**src/rtl/urisc_run_ctrl.sv**
```systemverilog
// Run controller: loads a program image, runs the core under a cycle budget, dumps memory back.
// Build option URISC_RUN_CTRL_DUMP_EN enables the memory dump phase after the run.
module urisc_run_ctrl #(
    parameter int unsigned CYC_W = 16
) (
    input  logic             clk,
    input  logic             reset,
    input  logic             start,
    input  logic             load_valid,
    input  logic [7:0]       load_data,
    output logic             load_ready,
    output logic             cpu_reset,
    input  logic             cpu_halt,
    input  logic [7:0]       cpu_addr,
    input  logic [7:0]       cpu_wdata,
    input  logic             cpu_we,
    output logic [7:0]       mem_addr,
    output logic [7:0]       mem_wdata,
    output logic             mem_we,
    input  logic [7:0]       mem_rdata,
    output logic             dump_valid,
    output logic [7:0]       dump_data,
    input  logic             dump_ready,
    output logic             busy,
    output logic             done,
    output logic             timeout,
    output logic [CYC_W-1:0] cycles
);

`ifdef URISC_RUN_CTRL_DUMP_EN
    typedef enum logic [2:0] {StIdle, StHdr, StLoad, StRun, StDump, StDone} state_t;
`else
    typedef enum logic [2:0] {StIdle, StHdr, StLoad, StRun, StDone} state_t;
`endif

    state_t           state_q, state_d;
    logic [8:0]       len_q, len_d;
    logic [8:0]       addr_q, addr_d;
    logic [8:0]       addr_inc;
    logic [CYC_W-1:0] cyc_q, cyc_d;
    logic             timeout_q, timeout_d;
    logic [CYC_W-1:0] cycles_q, cycles_d;

    assign addr_inc = addr_q + 9'd1;
    assign timeout  = timeout_q;
    assign cycles   = cycles_q;

`ifndef URISC_RUN_CTRL_DUMP_EN
    logic unused_dump;
    assign unused_dump = ^{dump_ready, mem_rdata};
`endif

    always_ff @(posedge clk) begin
        if (reset) begin
            state_q   <= StIdle;
            len_q     <= '0;
            addr_q    <= '0;
            cyc_q     <= '0;
            timeout_q <= 1'b0;
            cycles_q  <= '0;
        end else begin
            state_q   <= state_d;
            len_q     <= len_d;
            addr_q    <= addr_d;
            cyc_q     <= cyc_d;
            timeout_q <= timeout_d;
            cycles_q  <= cycles_d;
        end
    end

    always_comb begin
        state_d    = state_q;
        len_d      = len_q;
        addr_d     = addr_q;
        cyc_d      = cyc_q;
        timeout_d  = timeout_q;
        cycles_d   = cycles_q;
        load_ready = 1'b0;
        cpu_reset  = 1'b1;
        mem_addr   = addr_q[7:0];
        mem_wdata  = load_data;
        mem_we     = 1'b0;
        dump_valid = 1'b0;
        dump_data  = 8'h00;
        busy       = 1'b1;
        done       = 1'b0;

        unique case (state_q)
            StIdle: begin
                busy = 1'b0;
                if (start) begin
                    state_d   = StHdr;
                    timeout_d = 1'b0;
                end
            end
            StHdr: begin
                load_ready = 1'b1;
                if (load_valid) begin
                    // A zero header encodes a full 256-byte image.
                    len_d   = (load_data == 8'h00) ? 9'd256 : {1'b0, load_data};
                    addr_d  = '0;
                    state_d = StLoad;
                end
            end
            StLoad: begin
                load_ready = 1'b1;
                if (load_valid) begin
                    mem_we = 1'b1;
                    addr_d = addr_inc;
                    if (addr_inc == len_q) begin
                        addr_d  = '0;
                        cyc_d   = '0;
                        state_d = StRun;
                    end
                end
            end
            StRun: begin
                cpu_reset = 1'b0;
                mem_addr  = cpu_addr;
                mem_wdata = cpu_wdata;
                mem_we    = cpu_we;
                cyc_d     = cyc_q + 1'b1;
                // Halt takes priority over budget exhaustion in the same cycle.
                if (cpu_halt || (cyc_q == {CYC_W{1'b1}})) begin
                    timeout_d = !cpu_halt;
                    cycles_d  = cyc_q;
`ifdef URISC_RUN_CTRL_DUMP_EN
                    state_d   = StDump;
`else
                    state_d   = StDone;
`endif
                end
            end
`ifdef URISC_RUN_CTRL_DUMP_EN
            StDump: begin
                dump_valid = 1'b1;
                dump_data  = mem_rdata;
                if (dump_ready) begin
                    addr_d = addr_inc;
                    if (addr_inc == len_q) begin
                        state_d = StDone;
                    end
                end
            end
`endif
            StDone: begin
                done    = 1'b1;
                state_d = StIdle;
            end
            default: state_d = StIdle;
        endcase
    end

endmodule

```
**config.mk**
```make
export PLATFORM = sky130hd
export DESIGN_NAME = urisc_run_ctrl
export DESIGN_NICKNAME = d
export VERILOG_FILES = /design/src/rtl/urisc_run_ctrl.sv
export SDC_FILE = /design/constraint.sdc
export NUM_CORES = 1
export LEC_CHECK = 0
export ABC_CLOCK_PERIOD_IN_PS = 5000
export CORE_AREA = 4 4 81 83
export DETAILED_ROUTE_END_ITERATION = 6
export DIE_AREA = 0 0 85 87
export MAX_ROUTING_LAYER = met4
export PLACE_DENSITY = 0.83
export SYNTH_ARGS = -nofsm -noshare
export SYNTH_HDL_FRONTEND = slang
export SYNTH_SLANG_ARGS = --single-unit
```
**constraint.sdc**
```tcl
create_clock -name clk -period 5 [get_ports clk]
set_input_delay 1.5 -clock clk [delete_from_list [all_inputs] [get_ports clk]]
set_output_delay 1.5 -clock clk [all_outputs]
set_load 0.01 [all_outputs]
```
== Yosys cells after proc, flatten, opt, wreduce, memory -nomap -nowiden ==
Cells that the tools add are included.
Storage, ports and cells
  register bits: 54
  bits in latches: 0
  RAM bits: 0
  bits in read-only memories: 0
  input port bits: 39
  logic and storage cells: 58
  memories: 0
Cells by class
  add/sub/neg operators: 2
  multipliers: 0
  div/mod/pow operators: 0
  magnitude comparators: 0
  equality and inequality tests: 11
  shift-type cells: 0
  mux-type cells: 25
  bitwise gates (word level): 0
  reductions and logical operators: 14
Operator list (count)
  $mux W9: 4
  $mux W16: 2
  $pmux W16 S2: 1
  $pmux W9 S2: 1
  $add A16 B1 Y16 const B: 1
  $eq A16 B16 Y1 const B: 1
  $mux W8: 2
  $mux W3: 5
  $pmux W3 S4: 1
  $ne A2 B2 Y1 const B: 5
  $add A9 B1 Y9 const B: 1
  $eq A9 B9 Y1: 1
  $reduce_and A3 Y1: 3
  $logic_not A8 Y1: 1
  $mux W1: 7
  $eq A3 B2 Y1 const B: 2
  $reduce_bool A2 Y1: 3
  $reduce_and A5 Y1: 1
  $pmux W1 S2: 2
  $reduce_and A2 Y1: 2
  $eq A3 B1 Y1 const B: 1
  $eq A3 B3 Y1 const B: 1
  $logic_not A3 Y1: 1
  $reduce_or A2 Y1: 1
  2 further kinds: 2

== Longest topological paths before layout ==
Gate-level depths: netlist (run 1).
  depth in word-level cells: 5
  mapped depth: 9

== Worst setup path before layout (run 1) ==
No wires, ideal clock.
  path kind: input port to output port
  start: input port load_valid
  end: output port mem_we
  arrival time: 1.983 ns
  required time: 3.500 ns
  slack: 1.517 ns
  cell stages on the path: 3
  buffers on the path: 0
  cells stage by stage: nand2_1 -> or2_2 -> nand2_1
Between the ends
  longest elaborated chain between the ends: 2
Ends and longest elaborated chain
  start: declaration: RTL line 9  | input logic load_valid,
  $mux W1: RTL line 107  | if (load_valid) begin
  $pmux W1 S2: RTL line 88  | unique case (state_q)
  end: declaration: RTL line 19  | output logic mem_we,
Every way passes these cells.

== Worst setup path after layout (run 1) ==
Same ends and word-level chain as after synthesis.

==> impl_summary.md, run 1 <==
GRT
The first global-routing pass estimated 11800 microns of wire. The total overflow left after global routing is 0. The via count of the first global-routing pass is ~2600. The pin count of the biggest net entering global routing is 52. In the global route stage, overall resource usage came out at 20.0%. The initial antenna violation count is 0.

Die
The core box area is slightly below 6000 sq um. The floorplan step set the die width to around 85 microns. The die covers between 7000 and 8000 sq um. The starting density of the core is 49.5%.

The site row count is 28. The die is between 80 and 90 microns tall. Pin placement for this block handled 86 I/O pins.

Yosys
The average instance in the mapped netlist occupies 7.70 sq um. Counting every instance in the synthesized netlist gives between 300 and 400. The main combinational cell family by area after synthesis is simple AND/OR/NAND/NOR gates. Summing the areas of all compound-gate instances in the mapped netlist gives approximately an eighth of the synthesized area.

The cell area after synthesis is slightly below 3000 sq um. The yosys synthesis warning count is 0. After Yosys synthesis, full adders, half adders and majority gates account for less than 1% of the synthesized area.

After synthesis the netlist holds a flip-flop and latch count of 54. The simple-gate share of the synthesized area is a little under a third. The netlist uses 50 different library cells.

The sequential element share of the synthesized area is approximately 37%. Summing the areas of all xor and xnor instances in the mapped netlist gives roughly 7.0% of the synthesized area. The post-synthesis mux area share is under 10%.

Cells and area
The finished layout holds slightly above 500 standard cells, fillers aside. Cells fill a little over three fifths of the core in the end. Summing all non-filler instances in the final layout gives an area of between 3000 and 4000 sq um. For this run, the post-layout net count is roughly 470.

In the layout the commonest cells are sky130_fd_sc_hd__nand2_1 (84), sky130_fd_sc_hd__clkdlybuf4s50_1 (66), sky130_fd_sc_hd__dfxtp_1 (54), sky130_fd_sc_hd__nor2_1 (39), sky130_fd_sc_hd__a21oi_1 (28). The number of antenna diodes in the final layout is 0. In the final layout, the share of cells above drive strength 1 is 5.09%. Leaving out fill and tap cells, the most frequent cell in the layout is sky130_fd_sc_hd__nand2_1.

The layout overhead on the synthesized area is 26.4%.

Critical path
The largest fanout on the critical path is 4. The setup check on the worst reg-to-reg path leaves a slack of approximately 2.6 ns. STA classifies the critical path endpoint as a primary output. The signal arrival time at the worst endpoint is 3.06 ns. The category of the worst setup path launch point is an input port. The destination of the worst register-to-register timing path is addr_q[4]$_SDFFE_PP0P_. Counting cells, the worst reg-to-reg path comes to 8. At the worst endpoint, the required time is 3.50 ns. The timing startpoint of the critical path is load_valid. The critical path is of the input port to primary output type.

The startpoint of the most critical register-to-register path is addr_q[0]$_SDFFE_PP0P_. The worst setup path endpoint is mem_we.

Clocking
The total setup buffers inserted after CTS is 0. The number of buffers created by CTS is 5. After clock tree synthesis, the clock-pin slew on the worst setup and hold paths is roughly 0.09 ns. The maximum number of buffers from clock root to sink is 2. For the worst-skew pair, the clock arrives at the later sink with an insertion delay of approximately 0.31 ns. The clock tree from TritonCTS is done. The post-cts gate resize count is 0.

The cell at the root of the clock tree is sky130_fd_sc_hd__clkbuf_8. The H-tree depth is 2. The tree built by TritonCTS fans out to 54 sinks. The count of hold-fix buffers inserted at cts is 0.

Timing
The hold violation total from the final report came to 0. Setup violations remaining at the end of the flow were counted as 0. The top achievable clock speed is 219 MHz. The final period utilization is 91.3%. The transition time at the pin with the least slew margin is between 1 and 1.5 ns.

The post-route setup TNS is 0 ns. The minimum clock period after layout is 4.56 ns. The maximum clock skew at final layout is 0.00755 ns.

The max-slew headroom at the worst pin is between 20% and 30%. The final number of max-transition violations is 0. Setup repair after global routing left no endpoint under its margin. Across all setup checks in the final design, the least slack found is ~0.44 ns.

Route
The detailed router placed between 2000 and 3000 vias in this run. The count of nets left with antenna violations once routing finished came out at 0. The DRC violation total after the first TritonRoute iteration is 179.

The per-cell routed wire length is roughly 14 microns. The first detailed-routing pass ran for 4 iterations. The final wirelength is approximately 7100 microns.

In the routed layout, each cell is associated on average with a via count of around 5.4. The post-route DRC violation count is 0.

Power
The worst-case vdd ir drop is about 0.00017 V. The cell leakage power is ~0.0015 uW. The power per unit of standard cell area is around 230 nW/um^2.

Placement
The number of placed instances, taps included, is 499. The HPWL reported at the end of detailed placement is ~5100 microns. Routability-driven placement finished with a final weighted congestion of roughly 0.87. The post-place instance area is between 3000 and 4000 sq um.

The setup slack after placement is approximately 0.44 ns. The count of input and output buffers is 67.

Hold path
The path class of the tightest hold or removal check is flop to flop.

Outcome
The flow ran to the end, and the final reports show no timing, DRC or antenna violations.

Flow run
The number of max-capacitance violations reported is 0.
final cells by class:
type | instances | area, sq um
Sequential cell | 54 | 1080
Fill cell | 502 | 2190
Tap cell | 75 | 93.8
Clock inverter | 2 | 38.8
Timing Repair Buffer | 69 | 681
Multi-Input combinational cell | 295 | 1660
Inverter | 6 | 22.5
Clock buffer | 6 | 82.6
sequential cells by signal, indices dropped and copies added, names as in the netlist:
| signal | count |
|---|---|
| state_q | 3 |
| timeout | 1 |
| addr_q | 9 |
| cyc_q | 16 |
| cycles | 16 |
| len_q | 9 |
synthesized netlist by cell type, drive strengths merged:
| library cell | instances | area [sq um] |
|---|---|---|
| dfxtp | 54 | 1080 |
| buf | 14 | 106 |
| o32ai | 2 | 25.0 |
| o21a | 1 | 7.51 |
| and2 | 2 | 12.5 |
| nor3 | 11 | 55.1 |
| a211o | 1 | 8.76 |
| inv | 6 | 22.5 |
| mux2i | 17 | 170 |
| a32oi | 1 | 8.76 |
| o311ai | 1 | 8.76 |
| a211oi | 1 | 20.0 |
| nor3b | 1 | 7.51 |
| nand4 | 2 | 12.5 |
| nor2 | 40 | 158 |
| nor4 | 5 | 37.5 |
| or2 | 2 | 12.5 |
| o22ai | 1 | 12.5 |
| nand3b | 1 | 7.51 |
| conb | 1 | 3.75 |
| o211ai | 1 | 7.51 |
| a22oi | 2 | 15.0 |
| xor2 | 14 | 123 |
| nand2b | 3 | 18.8 |
| a32o | 2 | 20.0 |
| a21oi | 28 | 140 |
| nand4b | 2 | 17.5 |
| o21ai | 10 | 53.8 |
| xnor2 | 9 | 78.8 |
| a31oi | 2 | 12.5 |
| o31ai | 1 | 7.51 |
| nand2 | 84 | 315 |
| or3 | 1 | 6.26 |
| nor2b | 1 | 6.26 |
| ha | 2 | 25.0 |
| or3b | 1 | 8.76 |
| clkbuf | 15 | 56.3 |
| and3 | 8 | 50.1 |
| and4 | 3 | 31.3 |
| nand3 | 22 | 115 |
| a21boi | 1 | 7.51 |
layer usage:
layer	wire, microns	GRT usage, %	vias to the layer above	share of wire (%)
met3	317	3.22	6	4.4
met5	0	-	-	0
met2	3490	33.4	74	49
met4	65	4.17	0	0.91
met1	3260	25.6	1283	46
li1	-	-	1368	-
metrics by stage:
stage               power (uW)  hold WS, ns
floorplan                  501        0.444
CTS                        849        0.479
finish                     847        0.477
global placement           544        0.461
detailed placement         546        0.466
global route               876        0.507
cell families (layout without fill, tap and decap cells):
kind of cell             after synthesis  count (layout)
adder cells (fa/ha/maj)                2               2
buffers and inverters                 35              83
other                                  1               9
multiplexers                          17              17
XOR/XNOR                              23              23
AND/OR/NAND/NOR                      189             189
AO/OA/AOI/OAI                         55              55
flip-flops                            54              54
where the power goes:
| group | internal (uW) | switching [uW] |
|---|---|---|
| Sequential | 434 | 5.60 |
| Combinational | 49.1 | 48.3 |
| Clock | 165 | 145 |
critical path, stage by stage:
cell and delay, ns:
sky130_fd_sc_hd__clkdlybuf4s50_1 0.53, sky130_fd_sc_hd__nand2_1 0.10, sky130_fd_sc_hd__or2_2 0.34, sky130_fd_sc_hd__nand2_1 0.08
sky130_fd_sc_hd__clkdlybuf4s50_1 0.53
worst min-delay path by stage:
stage,end,cells past startpoint,start
floorplan,len_q[4]$_SDFFE_PP0P_,2,len_q[4]$_SDFFE_PP0P_
global placement,len_q[2]$_SDFFE_PP0P_,2,len_q[2]$_SDFFE_PP0P_
detailed placement,len_q[3]$_SDFFE_PP0P_,2,len_q[3]$_SDFFE_PP0P_
CTS,len_q[3]$_SDFFE_PP0P_,2,len_q[3]$_SDFFE_PP0P_
global route,len_q[0]$_SDFFE_PP0P_,2,len_q[0]$_SDFFE_PP0P_
finish,len_q[0]$_SDFFE_PP0P_,2,len_q[0]$_SDFFE_PP0P_
Power figures use the tool's default switching activity.
==> run 2, diff against run 1 <==
SLEW_MARGIN = 20   (was unset)
==> results of run 2 <==
Final layout, timing and power as in run 1 (identical DEF).
